$ cat src/rtl/img_mem_pkg.sv
// Shared definitions for the shared pixel-memory port.
//   - default widths and RAM read latency
//   - one-hot FSM state encoding (IDLE, SRV0, SRV1, GAP)
//   - owner tag encoding for in-flight reads
//   - pick_state(): state chosen from IDLE or GAP for a given grant pair
package img_mem_pkg;

    localparam int AW_DEF     = 16;
    localparam int DW_DEF     = 8;
    localparam int RD_LAT_DEF = 2;
    localparam int CNT_W_DEF  = 16;

    typedef enum logic [3:0] {
        IDLE = 4'b0001,
        SRV0 = 4'b0010,
        SRV1 = 4'b0100,
        GAP  = 4'b1000
    } state_t;

    typedef enum logic {
        MST0 = 1'b0,
        MST1 = 1'b1
    } owner_t;

    // A single, exclusive grant selects the master to serve; anything else idles.
    function automatic state_t pick_state(input logic gnt_0, input logic gnt_1);
        if (gnt_0 && !gnt_1) return SRV0;
        if (gnt_1 && !gnt_0) return SRV1;
        return IDLE;
    endfunction

endpackage

$ cat src/rtl/shared_mem_port_if.sv
// Per-master command/return channel of the shared pixel-memory port.
//   cmd_valid  master -> port   command present
//   cmd_we     master -> port   1 = write, 0 = read
//   cmd_addr   master -> port   pixel address (AW bits)
//   cmd_wdata  master -> port   write pixel (DW bits)
//   cmd_ready  port -> master   command accepted when cmd_valid & cmd_ready
//   rvalid     port -> master   one-cycle read-return pulse
//   rdata      port -> master   read pixel, held between pulses
interface shared_mem_port_if #(
    parameter int AW = 16,
    parameter int DW = 8
);
    logic          cmd_valid;
    logic          cmd_we;
    logic [AW-1:0] cmd_addr;
    logic [DW-1:0] cmd_wdata;
    logic          cmd_ready;
    logic          rvalid;
    logic [DW-1:0] rdata;

    modport master (
        output cmd_valid, cmd_we, cmd_addr, cmd_wdata,
        input  cmd_ready, rvalid, rdata
    );

    modport slave (
        input  cmd_valid, cmd_we, cmd_addr, cmd_wdata,
        output cmd_ready, rvalid, rdata
    );
endinterface

$ cat src/rtl/rd_tag_pipe.sv
// Delay line carrying {valid, owner} for every read sent to the RAM, so the
// returning data can be steered to the master that issued it regardless of
// the grant at return time.
//   clock, reset   rising-edge clock, synchronous active-high reset (clears all stages)
//   push           a read is being accepted this cycle
//   push_owner     master issuing that read
//   valid, owner   tag leaving the last stage (DEPTH cycles after push)
module rd_tag_pipe
    import img_mem_pkg::*;
#(
    parameter int DEPTH = RD_LAT_DEF + 1
) (
    input  logic   clock,
    input  logic   reset,
    input  logic   push,
    input  owner_t push_owner,
    output logic   valid,
    output owner_t owner
);

    logic [DEPTH-1:0] vld;
    owner_t           own [DEPTH];

    always_ff @(posedge clock) begin
        if (reset) begin
            vld <= '0;
            // NOTE: the owner stages are only meaningful alongside vld, but they are
            // still cleared so the pipe has one well-defined state after reset.
            for (int i = 0; i < DEPTH; i++) own[i] <= MST0;
        end else begin
            vld    <= {vld[DEPTH-2:0], push};
            own[0] <= push_owner;
            for (int i = 1; i < DEPTH; i++) own[i] <= own[i-1];
        end
    end

    assign valid = vld[DEPTH-1];
    assign owner = own[DEPTH-1];

endmodule

$ cat src/rtl/shared_mem_port.sv
// Routes the granted master's pixel commands onto a single-port image RAM and
// returns read data to the master that issued each read.
//   clock, reset         rising-edge clock, synchronous active-high reset
//   gnt_0, gnt_1         registered grants from the arbiter
//   mst_0, mst_1         per-master command/return channels (slave side)
//   mem_en/we/addr/wdata registered RAM command
//   mem_rdata            RAM read data, valid RD_LAT cycles after a read strobe
//   acc_cnt_0/1          saturating accepted-command counters
//   grant_err            sticky flag: both grants seen high together
module shared_mem_port
    import img_mem_pkg::*;
#(
    parameter int AW     = AW_DEF,
    parameter int DW     = DW_DEF,
    parameter int RD_LAT = RD_LAT_DEF,
    parameter int CNT_W  = CNT_W_DEF
) (
    input  logic                 clock,
    input  logic                 reset,
    input  logic                 gnt_0,
    input  logic                 gnt_1,
    shared_mem_port_if.slave     mst_0,
    shared_mem_port_if.slave     mst_1,
    output logic                 mem_en,
    output logic                 mem_we,
    output logic [AW-1:0]        mem_addr,
    output logic [DW-1:0]        mem_wdata,
    input  logic [DW-1:0]        mem_rdata,
    output logic [CNT_W-1:0]     acc_cnt_0,
    output logic [CNT_W-1:0]     acc_cnt_1,
    output logic                 grant_err
);

    localparam logic [CNT_W-1:0] CNT_MAX = '1;

    state_t        state;
    logic          sole_0, sole_1;
    logic          accept_0, accept_1, accept;
    logic          sel_we;
    logic [AW-1:0] sel_addr;
    logic [DW-1:0] sel_wdata;
    owner_t        sel_owner;
    logic          tag_valid;
    owner_t        tag_owner;

    assign sole_0 = gnt_0 & ~gnt_1;
    assign sole_1 = gnt_1 & ~gnt_0;

    // Ready follows the live grant so a master stops the same cycle its grant drops.
    assign mst_0.cmd_ready = (state == SRV0) & sole_0;
    assign mst_1.cmd_ready = (state == SRV1) & sole_1;

    assign accept_0 = mst_0.cmd_valid & mst_0.cmd_ready;
    assign accept_1 = mst_1.cmd_valid & mst_1.cmd_ready;
    assign accept   = accept_0 | accept_1;

    // At most one master can be accepted per cycle, so a 2:1 mux is enough.
    always_comb begin
        // NOTE: every signal is assigned before any branch so no path leaves it
        // unassigned, which would otherwise infer a latch.
        sel_we    = mst_0.cmd_we;
        sel_addr  = mst_0.cmd_addr;
        sel_wdata = mst_0.cmd_wdata;
        sel_owner = MST0;
        if (accept_1) begin
            sel_we    = mst_1.cmd_we;
            sel_addr  = mst_1.cmd_addr;
            sel_wdata = mst_1.cmd_wdata;
            sel_owner = MST1;
        end
    end

    // One stage per RAM latency cycle plus the registered strobe in front of it.
    rd_tag_pipe #(.DEPTH(RD_LAT + 1)) u_rd_tag_pipe (
        .clock      (clock),
        .reset      (reset),
        .push       (accept & ~sel_we),
        .push_owner (sel_owner),
        .valid      (tag_valid),
        .owner      (tag_owner)
    );

    // NOTE: all state here updates with non-blocking assignments so every register
    // samples pre-edge values, independent of statement order.
    always_ff @(posedge clock) begin
        if (reset) begin
            state        <= IDLE;
            mem_en       <= 1'b0;
            mem_we       <= 1'b0;
            mem_addr     <= '0;
            mem_wdata    <= '0;
            mst_0.rvalid <= 1'b0;
            mst_0.rdata  <= '0;
            mst_1.rvalid <= 1'b0;
            mst_1.rdata  <= '0;
            acc_cnt_0    <= '0;
            acc_cnt_1    <= '0;
            grant_err    <= 1'b0;
        end else begin
            if (gnt_0 && gnt_1) begin
                state     <= IDLE;
                grant_err <= 1'b1;
            end else begin
                case (state)
                    SRV0:    state <= sole_0 ? SRV0 : GAP;
                    SRV1:    state <= sole_1 ? SRV1 : GAP;
                    default: state <= pick_state(gnt_0, gnt_1);  // IDLE and GAP
                endcase
            end

            // Address and data hold their last value on idle cycles.
            mem_en <= accept;
            mem_we <= accept & sel_we;
            if (accept) begin
                mem_addr  <= sel_addr;
                mem_wdata <= sel_wdata;
            end

            if (accept_0 && acc_cnt_0 != CNT_MAX) acc_cnt_0 <= acc_cnt_0 + 1'b1;
            if (accept_1 && acc_cnt_1 != CNT_MAX) acc_cnt_1 <= acc_cnt_1 + 1'b1;

            // Steered by the tag, not by the current grant.
            mst_0.rvalid <= tag_valid && (tag_owner == MST0);
            mst_1.rvalid <= tag_valid && (tag_owner == MST1);
            if (tag_valid && tag_owner == MST0) mst_0.rdata <= mem_rdata;
            if (tag_valid && tag_owner == MST1) mst_1.rdata <= mem_rdata;
        end
    end

endmodule

$ cat src/flat_wrapper.sv
// flat-port wrapper written by rule: the top's interface ports become plain ports
module shared_mem_port_flat import img_mem_pkg::*;
#(
    parameter int AW     = AW_DEF,
    parameter int DW     = DW_DEF,
    parameter int RD_LAT = RD_LAT_DEF,
    parameter int CNT_W  = CNT_W_DEF
)
  (clock, reset, gnt_0, gnt_1, mem_en, mem_we, mem_addr, mem_wdata, mem_rdata, acc_cnt_0, acc_cnt_1, grant_err, mst_0_cmd_valid, mst_0_cmd_we, mst_0_cmd_addr, mst_0_cmd_wdata, mst_0_cmd_ready, mst_0_rvalid, mst_0_rdata, mst_1_cmd_valid, mst_1_cmd_we, mst_1_cmd_addr, mst_1_cmd_wdata, mst_1_cmd_ready, mst_1_rvalid, mst_1_rdata);
  shared_mem_port_if #(.AW(AW), .DW(DW)) mst_0_i ();
  shared_mem_port_if #(.AW(AW), .DW(DW)) mst_1_i ();
  input  logic clock;
  input  logic reset;
  input  logic gnt_0;
  input  logic gnt_1;
  output logic mem_en;
  output logic mem_we;
  output logic [AW-1:0] mem_addr;
  output logic [DW-1:0] mem_wdata;
  input  logic [DW-1:0] mem_rdata;
  output logic [CNT_W-1:0] acc_cnt_0;
  output logic [CNT_W-1:0] acc_cnt_1;
  output logic grant_err;
  input wire logic [$bits(mst_0_i.cmd_valid)-1:0] mst_0_cmd_valid;
  input wire logic [$bits(mst_0_i.cmd_we)-1:0] mst_0_cmd_we;
  input wire logic [$bits(mst_0_i.cmd_addr)-1:0] mst_0_cmd_addr;
  input wire logic [$bits(mst_0_i.cmd_wdata)-1:0] mst_0_cmd_wdata;
  output wire logic [$bits(mst_0_i.cmd_ready)-1:0] mst_0_cmd_ready;
  output wire logic [$bits(mst_0_i.rvalid)-1:0] mst_0_rvalid;
  output wire logic [$bits(mst_0_i.rdata)-1:0] mst_0_rdata;
  input wire logic [$bits(mst_1_i.cmd_valid)-1:0] mst_1_cmd_valid;
  input wire logic [$bits(mst_1_i.cmd_we)-1:0] mst_1_cmd_we;
  input wire logic [$bits(mst_1_i.cmd_addr)-1:0] mst_1_cmd_addr;
  input wire logic [$bits(mst_1_i.cmd_wdata)-1:0] mst_1_cmd_wdata;
  output wire logic [$bits(mst_1_i.cmd_ready)-1:0] mst_1_cmd_ready;
  output wire logic [$bits(mst_1_i.rvalid)-1:0] mst_1_rvalid;
  output wire logic [$bits(mst_1_i.rdata)-1:0] mst_1_rdata;
  assign mst_0_i.cmd_valid = mst_0_cmd_valid;
  assign mst_0_i.cmd_we = mst_0_cmd_we;
  assign mst_0_i.cmd_addr = mst_0_cmd_addr;
  assign mst_0_i.cmd_wdata = mst_0_cmd_wdata;
  assign mst_0_cmd_ready = mst_0_i.cmd_ready;
  assign mst_0_rvalid = mst_0_i.rvalid;
  assign mst_0_rdata = mst_0_i.rdata;
  assign mst_1_i.cmd_valid = mst_1_cmd_valid;
  assign mst_1_i.cmd_we = mst_1_cmd_we;
  assign mst_1_i.cmd_addr = mst_1_cmd_addr;
  assign mst_1_i.cmd_wdata = mst_1_cmd_wdata;
  assign mst_1_cmd_ready = mst_1_i.cmd_ready;
  assign mst_1_rvalid = mst_1_i.rvalid;
  assign mst_1_rdata = mst_1_i.rdata;
  shared_mem_port #(.AW(AW), .DW(DW), .RD_LAT(RD_LAT), .CNT_W(CNT_W)) u_core (.clock(clock), .reset(reset), .gnt_0(gnt_0), .gnt_1(gnt_1), .mst_0(mst_0_i), .mst_1(mst_1_i), .mem_en(mem_en), .mem_we(mem_we), .mem_addr(mem_addr), .mem_wdata(mem_wdata), .mem_rdata(mem_rdata), .acc_cnt_0(acc_cnt_0), .acc_cnt_1(acc_cnt_1), .grant_err(grant_err));
endmodule
$ cat config.mk
export PLATFORM = sky130hd
export DESIGN_NAME = shared_mem_port_flat
export DESIGN_NICKNAME = d
export VERILOG_FILES = /design/src/rtl/img_mem_pkg.sv /design/src/rtl/shared_mem_port_if.sv /design/src/rtl/rd_tag_pipe.sv /design/src/rtl/shared_mem_port.sv /design/src/flat_wrapper.sv
export SDC_FILE = /design/constraint.sdc
export NUM_CORES = 1
export LEC_CHECK = 0
export BUFFER_PORTS_ARGS = -buffer_cell sky130_fd_sc_hd__buf_2
export CAP_MARGIN = 15
export CORE_MARGIN = 2
export CORE_UTILIZATION = 45
export DETAILED_ROUTE_END_ITERATION = 10
export HOLD_SLACK_MARGIN = 0.15
export PLACE_DENSITY = 0.71
export SLEW_MARGIN = 20
export SYNTH_ARGS = -nofsm -noshare
export SYNTH_HDL_FRONTEND = slang
export SYNTH_SLANG_ARGS = --single-unit
export TNS_END_PERCENT = 100
$ cat constraint.sdc
create_clock -name clock -period 2.81 [get_ports clock]
set_input_delay 0.1405 -clock clock [delete_from_list [all_inputs] [get_ports clock]]
set_output_delay 0.1405 -clock clock [all_outputs]
set_load 0.01 [all_outputs]
==> results.txt, run 1 <==
The flow ran to the end, and the final reports show no timing, DRC or antenna violations. The cell with the largest stage delay on the worst path is dlygate4sd3_1. The CTS root buffer is clkbuf_8.

The area added between synthesis and finish is 41.9%. Counting every instance in the synthesized netlist gives 458. The power density over the cells is 406 mW/mm2.

The number of antenna violations at the first check in global routing came out at 0. The time the final worst path needs with I/O delays and setup is 2.50 ns. The I/O pin count came out at 143. The endpoint identified for the worst register-to-register timing path is u_core.u_rd_tag_pipe.vld[0]. TritonCTS built the clock tree. Clock skew on the completed layout was measured at 0.0103 ns.

The final setup violation count is 0. Max-cap violations in this run came to 0. The first detailed-routing pass ran for 5 iterations. A synthesized cell averages 8.30 um2.

The routed wire length is 11.1 mm. The maximum number of buffers from clock root to sink is 2. The detailed-route wire length per cell came out at 14.6 um. The number of nets handed over by synthesis was 527. The number of antenna diodes in the final layout is 0. The cell row count came out at 33. In this design, the largest share of critical-path delay is due to buffers and inverters. The effective utilization at floorplan came out at 46.3%. The count of synthesis-stage warnings from yosys is 0. The arrival time of the worst setup path came out at 2.76 ns. The residual antenna-violating net count after detailed routing came out at 0.

After the first detailed-routing iteration, the DRC count stood at 181. In this run the biggest area consumer among cell types represents 45.8% of the synthesized area. For flop-to-flop paths, the worst setup slack is 0.31 ns. The H-tree depth is 3. The accumulated negative setup slack is 0 ns. Across every metal layer, demand over resource in global routing totals 24.1%. The share of the yosys chip area belonging to registers came out at 45.8%. The area of the mapped netlist is 0.00380 mm2.

In the synthesized netlist the dominant register cell turns out to be dfxtp_1. The fraction of layout cells with a size suffix above 1 came out at 26.9%. In this run the post-CTS setup repair buffer count came out at 0.

Setup repair after global routing left no endpoint under its margin. Entering global routing, the biggest net connects 36 pins. The final critical path takes up 88.8% of the cycle. The first global-routing pass estimated 17.5 mm of wire.

The critical path goes through nor4b_2 > nand3_2 > buf_4 > mux2_2 > dlygate4sd3_1 > a211oi_1. Measured along the y axis, the die boundary spans 95.9 um. The worst setup path is of the reg2reg kind. The synthesized netlist devotes 1.64% of its cell area to adder and majority cells. The path class of the tightest hold or removal check is in2reg. The worst ir drop on vdd is 0.232 mV. The count of cells along the worst register-to-register path is 6.

The kind of capture point of the worst setup path is a register. The HPWL reported at the end of detailed placement came out at 7.28 mm. For this run, design rule violations remaining after detail routing come to 0. The final global-route overflow total came out at 0.

The internal power of the cells came out at 1.65 mW. The post-synthesis simple-gate area fraction came out at 29.7%. The final count of pins violating max slew is 0.

The overall power consumption is 2.19 mW. The critical path crosses 6 cells after its start point. The via count of the first global-routing pass is 3825. The count of buffer and inverter cells on the critical path is 2.

The type of origin of the critical path is a register. The number of flip-flops and latches in the synthesized netlist is 87. Tracing the worst setup path back leads to its startpoint at u_core.state[0]. The share of cell area taken by muxes after synthesis came out at 2.93%. The fraction of power consumed by combinational cells came out at 6.4%. The later pin in the worst-skew pair is clocked with a latency of 0.35 ns.

The floorplan step defined a die boundary enclosing 0.00920 mm2. The commonest non-fill, non-tap cell in the layout is buf_2. The slew at the pin closest to its max-slew limit is 0.767 ns. Summing the areas of all compound-gate instances in the mapped netlist gives 16.5% of the synthesized area.

The number of standard cells in the layout, taps in and fillers out came out at 763. Ranked by total cell area, the synthesized netlist is headed by dfxtp_1 (46%), nand2_1 (9.3%), a311oi_1 (5.5%). For this run, asynchronously set or reset flops after synthesis account for 0%. The largest fanout on the critical path came out at 35. The leakage dissipation is 2.33 nW. The main combinational cell family by area after synthesis is simple AND/OR/NAND/NOR gates. The number of vias per cell came out at 5.45. Net switching is 24.9% of the power. CTS saw 87 sinks. Hold is met by 0.180 ns.

The top achievable clock speed is 401 MHz. In this run the tool buffered the top-level ports with 142 buffer cells. The clock buffer count from CTS is 9.

The sequential share of power is 56.6%. Summing the areas of all xor and xnor instances in the mapped netlist gives 0% of the synthesized area. The routed via count is 4161. The final number of hold-violating endpoints is 0.

The die is 95.9 um wide. The post-synthesis cell type count is 43. Of all cell types, the one taking the most synthesized area is dfxtp_1. The worst slew margin relative to its limit is 48.4%.

The end point of the critical path is u_core.u_rd_tag_pipe.vld[0]. The peak per-stage delay on the critical path came out at 0.57 ns. The congestion estimate from routability-driven global placement came to 0.842. The switching power summed over all nets came out at 0.545 mW. Once placement completed, the tool counted placed cells totaling 689. The CTS clock-pin slew for the worst setup and hold paths came out at 0.09 ns.

Leaving out fill and tap cells, the most frequent cells in the layout are buf_2 (142), nand2_1 (94), dfxtp_1 (87), dlygate4sd3_1 (58), nor2_1 (42). The share of power burned in the clock network is 37.0%. The net total in the final layout is 722.

The startpoint identified for the worst register-to-register timing path is u_core.state[0]. The count of flip-flops with a built-in enable after synthesis is 0. In this run the standard cell core region covers 0.00822 mm2.

For the worst setup path, the data required time is 3.08 ns.
==> what timing repair did <==
item	4_1_cts	5_1_grt
hold buffers	58	0
resized for setup	0	0
endpoints found under the hold margin	42	0
==> power groups by stage <==
| stage | registers, mW | clock network, mW | logic [mW] |
|---|---|---|---|
| 2_1_floorplan | 1.27 | 0 | 0.0358 |
| 3_3_place_gp | 1.27 | 0 | 0.0962 |
| 3_5_place_dp | 1.27 | 0 | 0.0974 |
| 4_1_cts | 1.24 | 0.832 | 0.136 |
| 5_1_grt | 1.24 | 0.885 | 0.151 |
| 6_report | 1.24 | 0.812 | 0.140 |
==> worst register-to-register path, stage by stage, from the launching register on <==
cell and delay [ns]:
dfxtp_1 0.35, nor4b_2 0.53, nand3_2 0.18, buf_4 0.27, mux2_2 0.31, dlygate4sd3_1 0.57
a211oi_1 0.21
==> per-stage QoR <==
stage | utilization [%] | area (um2) | setup WS [ns]
finish | 65.7 | 5400 | 0.315
global placement | 56.4 | 4640 | 0.750
detailed placement | 56.4 | 4640 | 0.669
floorplan | - | 3800 | 0.870
CTS | 65.7 | 5400 | 0.309
global route | 65.7 | 5400 | 0.150
==> metal layers <==
layer	part of all wire, %	track usage (%)	vias to the layer above
li1	-	-	2047
met1	42	29.3	1933
met2	49	40.9	164
met3	7.3	6.26	17
met4	1.6	9.05	0
met5	0	0	-
==> flip-flops by register name, summed over array words and instances, names as in the netlist <==
signal                    cells
u_core.acc_cnt_0             16
u_core.mst_1.rdata            8
u_core.mem_wdata              8
u_core.mem_we                 1
u_core.grant_err              1
u_core.u_rd_tag_pipe.own      3
u_core.mst_1.rvalid           1
u_core.acc_cnt_1             16
u_core.mst_0.rdata            8
u_core.mem_en                 1
u_core.mem_addr              16
u_core.state                  4
u_core.u_rd_tag_pipe.vld      3
u_core.mst_0.rvalid           1
==> Yosys cell counts (all sizes together), types with 7 or more instances <==
cell	instances
nor2b	12
dfxtp	87
nand2	94
and2	8
clkbuf	25
mux2	9
or4	7
nand4	12
nand3	18
nor3	7
o21ai	7
nor2	42
a311oi	24
inv	7
a21oi	34
o31ai	7
==> logic make-up after synthesis <==
family                   count (synthesis)
AO/OA/AOI/OAI                           91
adder cells (fa/ha/maj)                  5
buffers and inverters                   35
flip-flops                              87
multiplexers                            10
AND/OR/NAND/NOR                        230
==> final cells by class <==
type | count | area, um2
multi-input combinational | 336 | 1940
clock inverter | 7 | 56.3
clock buffer | 9 | 124
sequential | 87 | 1740
timing repair buffer | 212 | 1380
inverter | 7 | 26.3
tap | 105 | 131
fill | 694 | 2820
==> worst min-delay path by stage <==
stage          cells after the start         start  slack, ns                    end
4_1_cts                            4         gnt_1       0.17        u_core.state[0]
5_1_grt                            4         gnt_1       0.18        u_core.state[0]
3_5_place_dp                       3  mem_rdata[1]       0.40  u_core.mst_0.rdata[1]
6_report                           4         gnt_1       0.18        u_core.state[0]
3_3_place_gp                       3  mem_rdata[0]       0.40  u_core.mst_0.rdata[0]
2_1_floorplan                      2  mem_rdata[0]       0.28  u_core.mst_0.rdata[0]
No activity file was read; power rests on OpenSTA's default activity.
==> run 2: changes to the inputs <==
--- a/config.mk
+++ b/config.mk
@@ -7,6 +7,7 @@
 export LEC_CHECK = 0
 export BUFFER_PORTS_ARGS = -buffer_cell sky130_fd_sc_hd__buf_2
 export CAP_MARGIN = 15
+export CORE_ASPECT_RATIO = 0.5
 export CORE_MARGIN = 2
 export CORE_UTILIZATION = 45
 export DETAILED_ROUTE_END_ITERATION = 10
@@ -16,4 +17,4 @@
 export SYNTH_ARGS = -nofsm -noshare
 export SYNTH_HDL_FRONTEND = slang
 export SYNTH_SLANG_ARGS = --single-unit
-export TNS_END_PERCENT = 100
+export TNS_END_PERCENT = 1
==> run 2 against run 1 <==
- sequential power hardly changed
- maximum frequency is 4.3% lower
- sequential share of layout area is 0.84 points lower
- global-route usage is 0.59 points lower
- clock power is 61% higher
- power is 23% higher
- core utilization is 2.6 points higher
- hold slack worse by 0.0096 ns
- critical path type unchanged
==> results.txt, run 2 (synthesized netlist as in run 1, its figures left out) <==
The violation count after the first detailed-routing iteration came out at 245. The final worst clock skew is 0.00693 ns. The DRC violation count after routing came out at 0. Setup repair after global routing left no endpoint under its margin. The overall power consumption is 2.69 mW.

The global-route total usage across every layer came out at 23.5%. The maximum number of buffers from clock root to sink came out at 2. In this run the count of I/O pins placed on the die edge is 143. The first global-routing pass estimated 17.7 mm of wire. The HPWL reported at the end of detailed placement is 6.84 mm. Global routing finished with a remaining overflow of 0.

The sequential share of power came out at 46.2%. Of the total power, the clock network draws 48.7%. The final critical path takes up 92.8% of the cycle. The number of detailed-routing iterations run before antenna repair is 4.

In this run switching power makes up 21.0% of total power. For this design the total switching power over the nets is 0.563 mW. The H-tree depth is 3.

The fraction of power consumed by combinational cells is 5.1%. The final worst-path setup slack is 0.203 ns. Hold timing on the final database bottoms out at a slack of 0.170 ns. The area of placed instances came out at 0.00463 mm2.

TritonCTS built the clock tree. The kind of cell with the highest combined delay along the critical path is simple AND/OR/NAND/NOR gates. The startpoint-to-endpoint class of the critical path is reg2reg.

The class of the worst hold path is in2reg. The number of vias per cell came out at 5.37. The leakage dissipation is 2.39 nW. The largest fanout on the critical path came out at 50. In this run the tool buffered the top-level ports with 142 buffer cells. In this run, CTS created clock tree buffers numbering 9.

The design area is 0.00554 mm2. The die covers 0.00925 mm2. For flop-to-flop paths, the worst setup slack is 0.20 ns. The final core utilization came out at 68.3%. The final number of hold-violating endpoints was 0.

Entering global routing, the biggest net connects 60 pins. In this run the remaining antenna-violating nets after routing total 0. The effective utilization at floorplan is 46.9%.

The routability congestion estimate from global placement came out at 0.800. The number of antenna violations at the first check in global routing came out at 0. The routed wire length is 11.0 mm. The via count of the first global-routing pass came out at 3776. For the final routed database, the setup TNS stands at 0 ns.

The count of buffer and inverter cells on the critical path came out at 2. The worst register-to-register path ends at u_core.mem_wdata[1]. The fraction of layout cells with a size suffix above 1 is 26.7%. The required arrival time at the worst endpoint is 3.04 ns.

The worst slew margin relative to its limit is 53.4%. The net count of the finished layout is 720. The type of origin of the critical path is a register. The time the final worst path needs with I/O delays and setup is 2.61 ns.

The die height is 69.0 um. The worst register-to-register path begins at u_core.state[0]. The largest individual stage delay along the critical path comes from the cell dlygate4sd3_1.

Cell internal power was estimated by the tool at 2.12 mW. Max-cap violations in this run came to 0. The library cell used most frequently in the layout, excluding fill and tap cells, is buf_2. The worst setup path is captured at a register. After clock tree synthesis, the repair step resized 0 gates. The clock network latency to the later pin of the worst-skew pair is 0.34 ns. The count of buffers added by post-CTS timing repair for setup is 0. The routed via count is 4124. The area added between synthesis and finish is 45.7%. Leaving out fill and tap cells, the most frequent cells in the layout are buf_2 (142), nand2_1 (94), dfxtp_1 (87), dlygate4sd3_1 (58), nor2_1 (42). The number of standard cells in the layout, taps in and fillers out came out at 768. Counting tap cells, the placed design contains a total of 694 instances. The floorplan core area came out at 0.00812 mm2.

The worst hold path passes through 3 cells. The path with the worst hold slack has its endpoint at u_core.mem_we. For this run, the slowest stage of the critical path takes 0.61 ns. The setup slack at placement came out at 0.575 ns.

The final count of pins violating max slew came to 0. The worst ir drop on vdd came out at 0.301 mV. Traced cell by cell, the critical path runs through nor4b_2 > nand3_2 > buf_4 > nor2_1 > a311oi_1 > dlygate4sd3_1. The CTS clock-pin slew for the worst setup and hold paths came out at 0.07 ns. CTS placed an instance of clkbuf_16 at the clock tree root.

At the worst endpoint, the arrival time is 2.83 ns. Counting cells, the worst reg-to-reg path comes to 6. The slew at the pin closest to its max-slew limit came out at 0.694 ns. In the final layout, the registers with the most flip-flops are u_core.acc_cnt_0 (16), u_core.acc_cnt_1 (16), u_core.mem_addr (16). The number of hold buffers added after CTS came out at 58. The startpoint identified for the worst hold timing path is mst_1_cmd_we. The top achievable clock speed came out at 384 MHz. The die is 134 um wide. Dividing total power by cell area gives a power density of 485 mW/mm2. The repair_antennas step left the layout with diodes totalling 0. The clock sink count came out at 87. The detailed-route wire length per cell is 14.3 um. Row generation in the floorplan step produced 23 rows.

The final setup violation count is 0. The most critical setup path has its startpoint at u_core.state[0]. The flow ran to the end, and the final reports show no timing, DRC or antenna violations.
## run 2: how the worst max path moves through the flow
| stage | to | cells past startpoint |
|---|---|---|
| 6_report | u_core.mem_wdata[1] | 6 |
| 5_1_grt | u_core.mem_wdata[1] | 6 |
| 4_1_cts | u_core.mem_wdata[0] | 6 |
| 3_5_place_dp | u_core.acc_cnt_0[13] | 4 |
| 3_3_place_gp | u_core.acc_cnt_0[13] | 4 |
| 2_1_floorplan | u_core.acc_cnt_1[8] | 4 |
## run 2: power by group through the flow
stage	Clock (mW)	Sequential (mW)	Combinational, mW
global route	1.38	1.24	0.150
finish	1.31	1.24	0.137
global placement	0	1.27	0.0957
floorplan	0	1.27	0.0358
CTS	1.34	1.24	0.134
detailed placement	0	1.27	0.0961
## run 2: metal layers
metal  wire, um  vias to the layer above  GRT usage, %
li1           -                     2046             -
met1       4990                     1926          29.1
met2       5080                      138          38.5
met3        782                       14          8.68
met4        150                        0          6.90
met5          0                        -             0
## run 2: worst register-to-register path, cell delays in order, from the launching register on
cell and delay [ns]:
dfxtp_1 0.34, nor4b_2 0.60, nand3_2 0.28, buf_4 0.36
nor2_1 0.22, a311oi_1 0.08, dlygate4sd3_1 0.61
## run 2: cell type report
cell class	instances	area, um2
fill	703	2570
multi-input combinational	336	1940
sequential	87	1740
timing repair buffer	210	1370
clock buffer	10	239
tap	112	140
clock inverter	6	91.3
inverter	7	26.3
